==> config.mk <==
export PLATFORM = sky130hd
export DESIGN_NAME = iterative_shift_unit
export DESIGN_NICKNAME = d
export VERILOG_FILES = /design/src/rtl/shift_pkg.sv /design/src/rtl/shift_step.sv /design/src/rtl/iterative_shift_unit.sv
export SDC_FILE = /design/constraint.sdc
export NUM_CORES = 1
export LEC_CHECK = 0
export CAP_MARGIN = 10
export CORE_MARGIN = 4
export CORE_UTILIZATION = 42
export CTS_BUF_LIST = sky130_fd_sc_hd__clkbuf_4
export DETAILED_ROUTE_END_ITERATION = 8
export PLACE_DENSITY_LB_ADDON = 0.08
export SYNTH_ARGS = -nofsm -noshare
export SYNTH_HDL_FRONTEND = slang
export SYNTH_SLANG_ARGS = --single-unit
==> constraint.sdc <==
create_clock -name CLK -period 2.1 [get_ports CLK]
set_input_delay 0.315 -clock CLK [delete_from_list [all_inputs] [get_ports CLK]]
set_output_delay 0.315 -clock CLK [all_outputs]
set_load 0.005 [all_outputs]
==> src/rtl/shift_pkg.sv <==
// Shared encodings for the iterative shift unit: operation codes and FSM states.
package shift_pkg;

  typedef enum logic [1:0] {
    OP_SLL  = 2'b00,
    OP_SRL  = 2'b01,
    OP_ROTR = 2'b10,
    OP_SRA  = 2'b11
  } op_e;

  typedef enum logic [1:0] {
    ST_IDLE  = 2'b00,
    ST_SHIFT = 2'b01,
    ST_DONE  = 2'b10
  } state_e;

endpackage

==> src/rtl/shift_step.sv <==
// Combinational single-position shift/rotate; building block for serial datapaths.
module shift_step
  import shift_pkg::*;
#(
  parameter int unsigned WIDTH = 32
) (
  input  logic [WIDTH-1:0] value_i,
  input  op_e              op_i,
  output logic [WIDTH-1:0] value_o
);

  always_comb begin
    value_o = value_i;
    case (op_i)
      OP_SLL:  value_o = {value_i[WIDTH-2:0], 1'b0};
      OP_SRL:  value_o = {1'b0, value_i[WIDTH-1:1]};
      OP_ROTR: value_o = {value_i[0], value_i[WIDTH-1:1]};
      OP_SRA:  value_o = {value_i[WIDTH-1], value_i[WIDTH-1:1]};
      default: value_o = value_i;
    endcase
  end

endmodule

==> src/rtl/iterative_shift_unit.sv <==
// Multi-cycle shifter: one bit position per clock, result presented with a one-cycle done pulse.
module iterative_shift_unit
  import shift_pkg::*;
#(
  parameter  int unsigned WIDTH = 32,
  localparam int unsigned SHW   = $clog2(WIDTH)
) (
  input  logic             CLK,
  input  logic             RSTn,
  input  logic             start,
  input  logic [WIDTH-1:0] dataIn,
  input  logic [SHW-1:0]   shamt,
  input  logic [1:0]       op,
  output logic             busy,
  output logic             done,
  output logic [WIDTH-1:0] dataOut
);

  state_e           state_q;
  op_e              op_q;
  logic [WIDTH-1:0] work_q;
  logic [WIDTH-1:0] work_d;
  logic [SHW-1:0]   cnt_q;
  logic [WIDTH-1:0] data_q;
  logic             done_q;

  shift_step #(.WIDTH(WIDTH)) u_step (
    .value_i (work_q),
    .op_i    (op_q),
    .value_o (work_d)
  );

  always_ff @(posedge CLK or negedge RSTn) begin
    if (!RSTn) begin
      state_q <= ST_IDLE;
      op_q    <= OP_SLL;
      work_q  <= '0;
      cnt_q   <= '0;
      data_q  <= '0;
      done_q  <= 1'b0;
    end else begin
      done_q <= 1'b0;
      case (state_q)
        ST_IDLE: begin
          if (start) begin
            work_q <= dataIn;
            op_q   <= op_e'(op);
            cnt_q  <= shamt;
            // A zero shift bypasses SHIFT and publishes the operand directly.
            if (shamt == '0) begin
              data_q  <= dataIn;
              done_q  <= 1'b1;
              state_q <= ST_DONE;
            end else begin
              state_q <= ST_SHIFT;
            end
          end
        end
        ST_SHIFT: begin
          work_q <= work_d;
          cnt_q  <= cnt_q - SHW'(1);
          if (cnt_q == SHW'(1)) begin
            data_q  <= work_d;
            done_q  <= 1'b1;
            state_q <= ST_DONE;
          end
        end
        ST_DONE: begin
          state_q <= ST_IDLE;
        end
        default: begin
          state_q <= ST_IDLE;
        end
      endcase
    end
  end

  assign busy    = (state_q != ST_IDLE);
  assign done    = done_q;
  assign dataOut = data_q;

endmodule

Word level (Yosys, flattened, before mapping)

Index checks and enable logic that the tools add are counted.

Add/sub/neg operators: 1
Equal/unequal tests: 8
Mux-type cells: 17
Reductions and logical operators: 9

Operators with widths:

| operator                                            | number |
|---|---|
| two-way mux 32 bit                                  | 4 |
| case mux 32 bit (2 select lines)                    | 2 |
| case mux 32 bit (4 select lines)                    | 1 |
| case mux 5 bit (2 select lines)                     | 1 |
| two-way mux 2 bit                                   | 3 |
| != test 2 bit, second input constant                | 3 |
| AND reduction 2 bit                                 | 3 |
| equality test 5 x 1 -> 1 bit, second input constant | 1 |
| logical NOT 5 bit                                   | 1 |
| two-way mux 5 bit                                   | 1 |
| subtractor 5 x 1 -> 5 bit, second input constant    | 1 |
| equality test 2 x 1 -> 1 bit, second input constant | 2 |
| equality test 2 bit, second input constant          | 2 |
| logical NOT 2 bit                                   | 2 |
| case mux 2 bit (2 select lines)                     | 1 |
| AND reduction 4 bit                                 | 1 |
| nonzero test 2 bit                                  | 2 |
| two-way mux 1 bit                                   | 3 |
| case mux 1 bit (2 select lines)                     | 1 |

Flip-flop bits (word level): 74
Input port bits: 42
Logic and storage cells: 41

Longest topological paths before layout

Depth in word-level cells: 4
Gate-level depth with buffers: 7
Gate-level depth less buffers: 5

By module

Synthesis repeated with hierarchy kept, for this count alone.

Cell total of the unflattened synthesis: 330
Area, all modules: 3921.3 um^2

By module, submodules not included:

| module               | times used | cells each | area an instance (um^2) |
|---|---|---|---|
| iterative_shift_unit | 1          | 292        | 3403.3 |
| shift_step           | 1          | 38         | 518.0 |

Least setup slack after synthesis

Ideal clock, no wire load.

Path type: reg-to-reg
From: register cnt_q[1]
To: register data_q[0], in the netlist dataOut[0]
Arrival time: 1.801 ns
Data required time: 1.975 ns
Slack: 0.174 ns
Cell stages (with the launch flop): 8
Cell sequence: dfrtp_1 inv_1 ha_1 or4b_4 o22a_1 buf_6 buf_12 mux2_4

Word-level cells in the longest chain between the ends: 3

RTL lines:

| item                          | line                       | RTL |
|---|---|---|
| start, declared               | iterative_shift_unit.sv:23 | `logic [SHW-1:0] cnt_q;` |
| start signal, assigned        | iterative_shift_unit.sv:48 | `cnt_q <= shamt;` |
| start signal, assigned        | iterative_shift_unit.sv:61 | `cnt_q <= cnt_q - SHW'(1);` |
| equality test 5 x 1 -> 1 bit  | iterative_shift_unit.sv:62 | `if (cnt_q == SHW'(1)) begin` |
| != test 2 bit (no line)       | n/a                        |  |
| AND reduction 4 bit (no line) | n/a                        |  |
| end signal, assigned          | iterative_shift_unit.sv:51 | `data_q <= dataIn;` |
| end signal, assigned          | iterative_shift_unit.sv:63 | `data_q <= work_d;` |
| end, declared                 | iterative_shift_unit.sv:24 | `logic [WIDTH-1:0] data_q;` |

No other way between the ends.
A chain may end at the register's enable or synchronous reset.

Worst setup path after layout

From: register cnt_q[1]
To: register data_q[21], in the netlist dataOut[21]

Same word-level chain as after synthesis.

==> flow_metrics.env <==
export IMPL_status="completed"
export IMPL_routabilityCongestion=0.8188
export IMPL_p_per_area_nw_per_um2=1530
export IMPL_fin_area_um2=4757
export IMPL_grt_pass1_vias=2589
export IMPL_initial_utilization_pct=43.86
export IMPL_depth_of_the_most_critical_reg_to_reg_path=6
export IMPL_r2r_end="dataOut[21]$_DFFE_PN0P_"
export IMPL_timing_max_cap_violations=0
export IMPL_final_min_period_over_clock_period_pct=94.60
export IMPL_core_region_area_um2=8382
export IMPL_grt_setup_unrepaired="no"
export IMPL_layout_cells_most_common_list="dfrtp_1, clkdlybuf4s50_1, nand2_1, mux2i_1, mux2_2"
export IMPL_design_die_area_um2=10310
export IMPL_tritoncts="built"
export IMPL_die_h_um=101.6
export IMPL_grt_first_pass_wirelength_mm=12.68
export IMPL_antenna_left=0
export IMPL_syn_cell_area_um2=3676
export IMPL_overflow=0
export IMPL_slew_headroom_pct=67.57
export IMPL_grt_antenna_before_repair=0
export IMPL_cts_htree_levels=3
export IMPL_cts_clk_slew_worst_paths_ns=0.13
export IMPL_share_of_the_core_filled_with_cells_in_the_final_layout_pct=56.75
export IMPL_setup_viol_count_final=0
export IMPL_cts_root_buf="clkbuf_4"
export IMPL_clock_skew_final_ns=0.01661
export IMPL_area_growth_pct=29.41
export IMPL_cp_start_kind="flip-flop"
export IMPL_max_clock_freq_ghz=0.5034
export IMPL_clock_sinks=74
export IMPL_yosysUniqueCellTypes=29
export IMPL_required_ns=2.40
export IMPL_route_final_wire_length_mm=7.559
export IMPL_rr_startpoint="cnt_q[1]$_DFFE_PN0P_"
export IMPL_finalMaxSlewViolations=0
export IMPL_launch_point_of_the_critical_path="cnt_q[1]$_DFFE_PN0P_"
export IMPL_finalWorstPathRequiredPeriod_ns=1.987
export IMPL_floorplan_io_pins=76
export IMPL_synth_warnings=0
export IMPL_die_width_um=101.6
export IMPL_cts_made_buffers=9
export IMPL_p_leak_nw=2.146
export IMPL_clock_tree_buffer_depth=2
export IMPL_insertion_delay_ns=0.42
export IMPL_initialDrtViolationCount=104
export IMPL_worstMarginPinSlew_ns=0.4865
export IMPL_buffers_inserted_during_post_cts_setup_optimization=0
export IMPL_placement_cell_area_um2=4621
export IMPL_antenna_cells_inserted=0
export IMPL_place_detailed_hpwl_mm=5.246
export IMPL_routedWlPerCell_um=15.36
export IMPL_worst_case_vdd_ir_drop_mv=0.6306
export IMPL_syn_nets=346
export IMPL_yosys_register_bits=74
export IMPL_routed_via_count_divided_by_cell_count=5.055
export IMPL_num_vias=2487
export IMPL_residual_drc_count=0
export IMPL_synthCells=302
export IMPL_synthesis_area_per_instance_um2=12.17
export IMPL_final_hold_viol_count=0
export IMPL_detailedRoute_firstPassIterationCount=5
export IMPL_highest_net_fanout_along_the_worst_path=20
export IMPL_min_path_type="primary input to async pin"
export IMPL_final_hold_worst_slack_ns=0.3880
export IMPL_number_of_core_rows=33
export IMPL_grt_usage_pct=15.82
export IMPL_maximum_number_of_pins_on_one_net_before_global_route_repair=52
export IMPL_ff_to_ff_setup_slack_ns=0.11
export IMPL_worstSetupEndpointType="flip-flop"
export IMPL_portBuffers=75
export IMPL_timing_worst_setup_path_type="flip-flop to flip-flop"
export IMPL_setup_total_negative_slack_ns=0
export IMPL_critical_path_arrival_ns=2.28
export IMPL_nNetsFinal=427
export IMPL_synth_seq_area_share_pct=50.37
export IMPL_drive_above_1_share_pct=23.00
layout make-up:
class / count / area [µm²]
repair buffers: 87 / 928.4
multi-input cells: 204 / 1693
clock inverters: 6 / 58.81
clock buffers: 9 / 67.56
well taps: 105 / 131.4
flip-flops and latches: 74 / 1852
fillers: 745 / 3625
inverters: 7 / 26.28
worst max-delay path by stage:
| stage | slack (ns) | end | cells after the start |
|---|---|---|---|
| after floorplan | 0.17 | dataOut[0]$_DFFE_PN0P_ | 7 |
| after global placement | 0.18 | dataOut[17]$_DFFE_PN0P_ | 6 |
| after detailed placement | 0.14 | dataOut[21]$_DFFE_PN0P_ | 6 |
| after CTS | 0.11 | dataOut[21]$_DFFE_PN0P_ | 6 |
| after global routing | 0.06 | dataOut[21]$_DFFE_PN0P_ | 6 |
| final | 0.11 | dataOut[21]$_DFFE_PN0P_ | 6 |
flip-flops by register name, summed over array words and instances (netlist names):
name	count
cnt_q	5
dataOut	32
done	1
op_q	2
state_q	2
work_q	32
repair_timing:
item	CTS	global route
gates resized for setup	0	0
endpoints found under the hold margin	35	0
hold buffers	1	0
worst max-delay path, stage by stage (launching register included):
cell and delay, ns:
dfrtp_1 0.39, inv_1 0.09, ha_1 0.15, or4b_4 0.46, o22a_2 0.29, buf_12 0.18, mux2_4 0.31
synth_stat cells (all sizes together):
| cell | number | share of area (%) |
|---|---|---|
| dfrtp | 74 | 50 |
| mux2 | 62 | 22 |
| nand2 | 46 | 4.7 |
| mux2i | 33 | 9.0 |
| o21ai | 33 | 4.5 |
| clkbuf | 10 | 1.0 |
| buf | 7 | 2.3 |
| inv | 7 | 0.71 |
| nor2 | 5 | 0.51 |
| nand3 | 4 | 0.54 |
| a21oi | 3 | 0.41 |
| ha | 2 | 0.68 |
| nand3b | 2 | 0.41 |
| nor3 | 2 | 0.27 |
| o211ai | 2 | 0.41 |
| o21bai | 2 | 0.41 |
| a221oi | 1 | 0.24 |
| nand2b | 1 | 0.17 |
| nor2b | 1 | 0.17 |
| nor3b | 1 | 0.34 |
| o22a | 1 | 0.24 |
| o311ai | 1 | 0.24 |
| or4 | 1 | 0.20 |
| or4b | 1 | 0.37 |
per-stage QoR:
step / setup slack, ns / cells / power [mW]
after global routing: 0.05606 / 492 / 7.900
final: 0.1133 / 492 / 7.279
after global placement: 0.1779 / 476 / 6.456
after floorplan: 0.1741 / 302 / 5.038
after CTS: 0.1120 / 492 / 7.405
after detailed placement: 0.1373 / 476 / 6.542
where the power goes:
group | switching (mW) | internal (mW) | total (mW)
clock network | 0.496 | 0.348 | 0.844
registers | 0.499 | 2.14 | 2.64
logic | 1.51 | 2.29 | 3.80
total | 2.50 | 4.78 | 7.28
cell families (layout without fill, tap and decap cells):
family / after synthesis / after routing / synth area share (%)
adder cells (fa/ha/maj): 2 / 2 / 0.6806
flip-flops: 74 / 74 / 50.37
AO/OA/AOI/OAI: 43 / 43 / 6.433
multiplexers: 95 / 95 / 30.74
AND/OR/NAND/NOR: 64 / 64 / 7.693
buffers and inverters: 24 / 109 / 4.085
routing by layer:
layer  track usage, %  vias to the layer above  share of wire (%)
met5                0                        -                  0
met4            4.294                        0                1.0
met3            5.234                        8                5.5
met2            25.86                       52                 47
met1            20.19                     1195                 46
li1                 -                     1232                  -
Power figures use the tool's default switching activity.
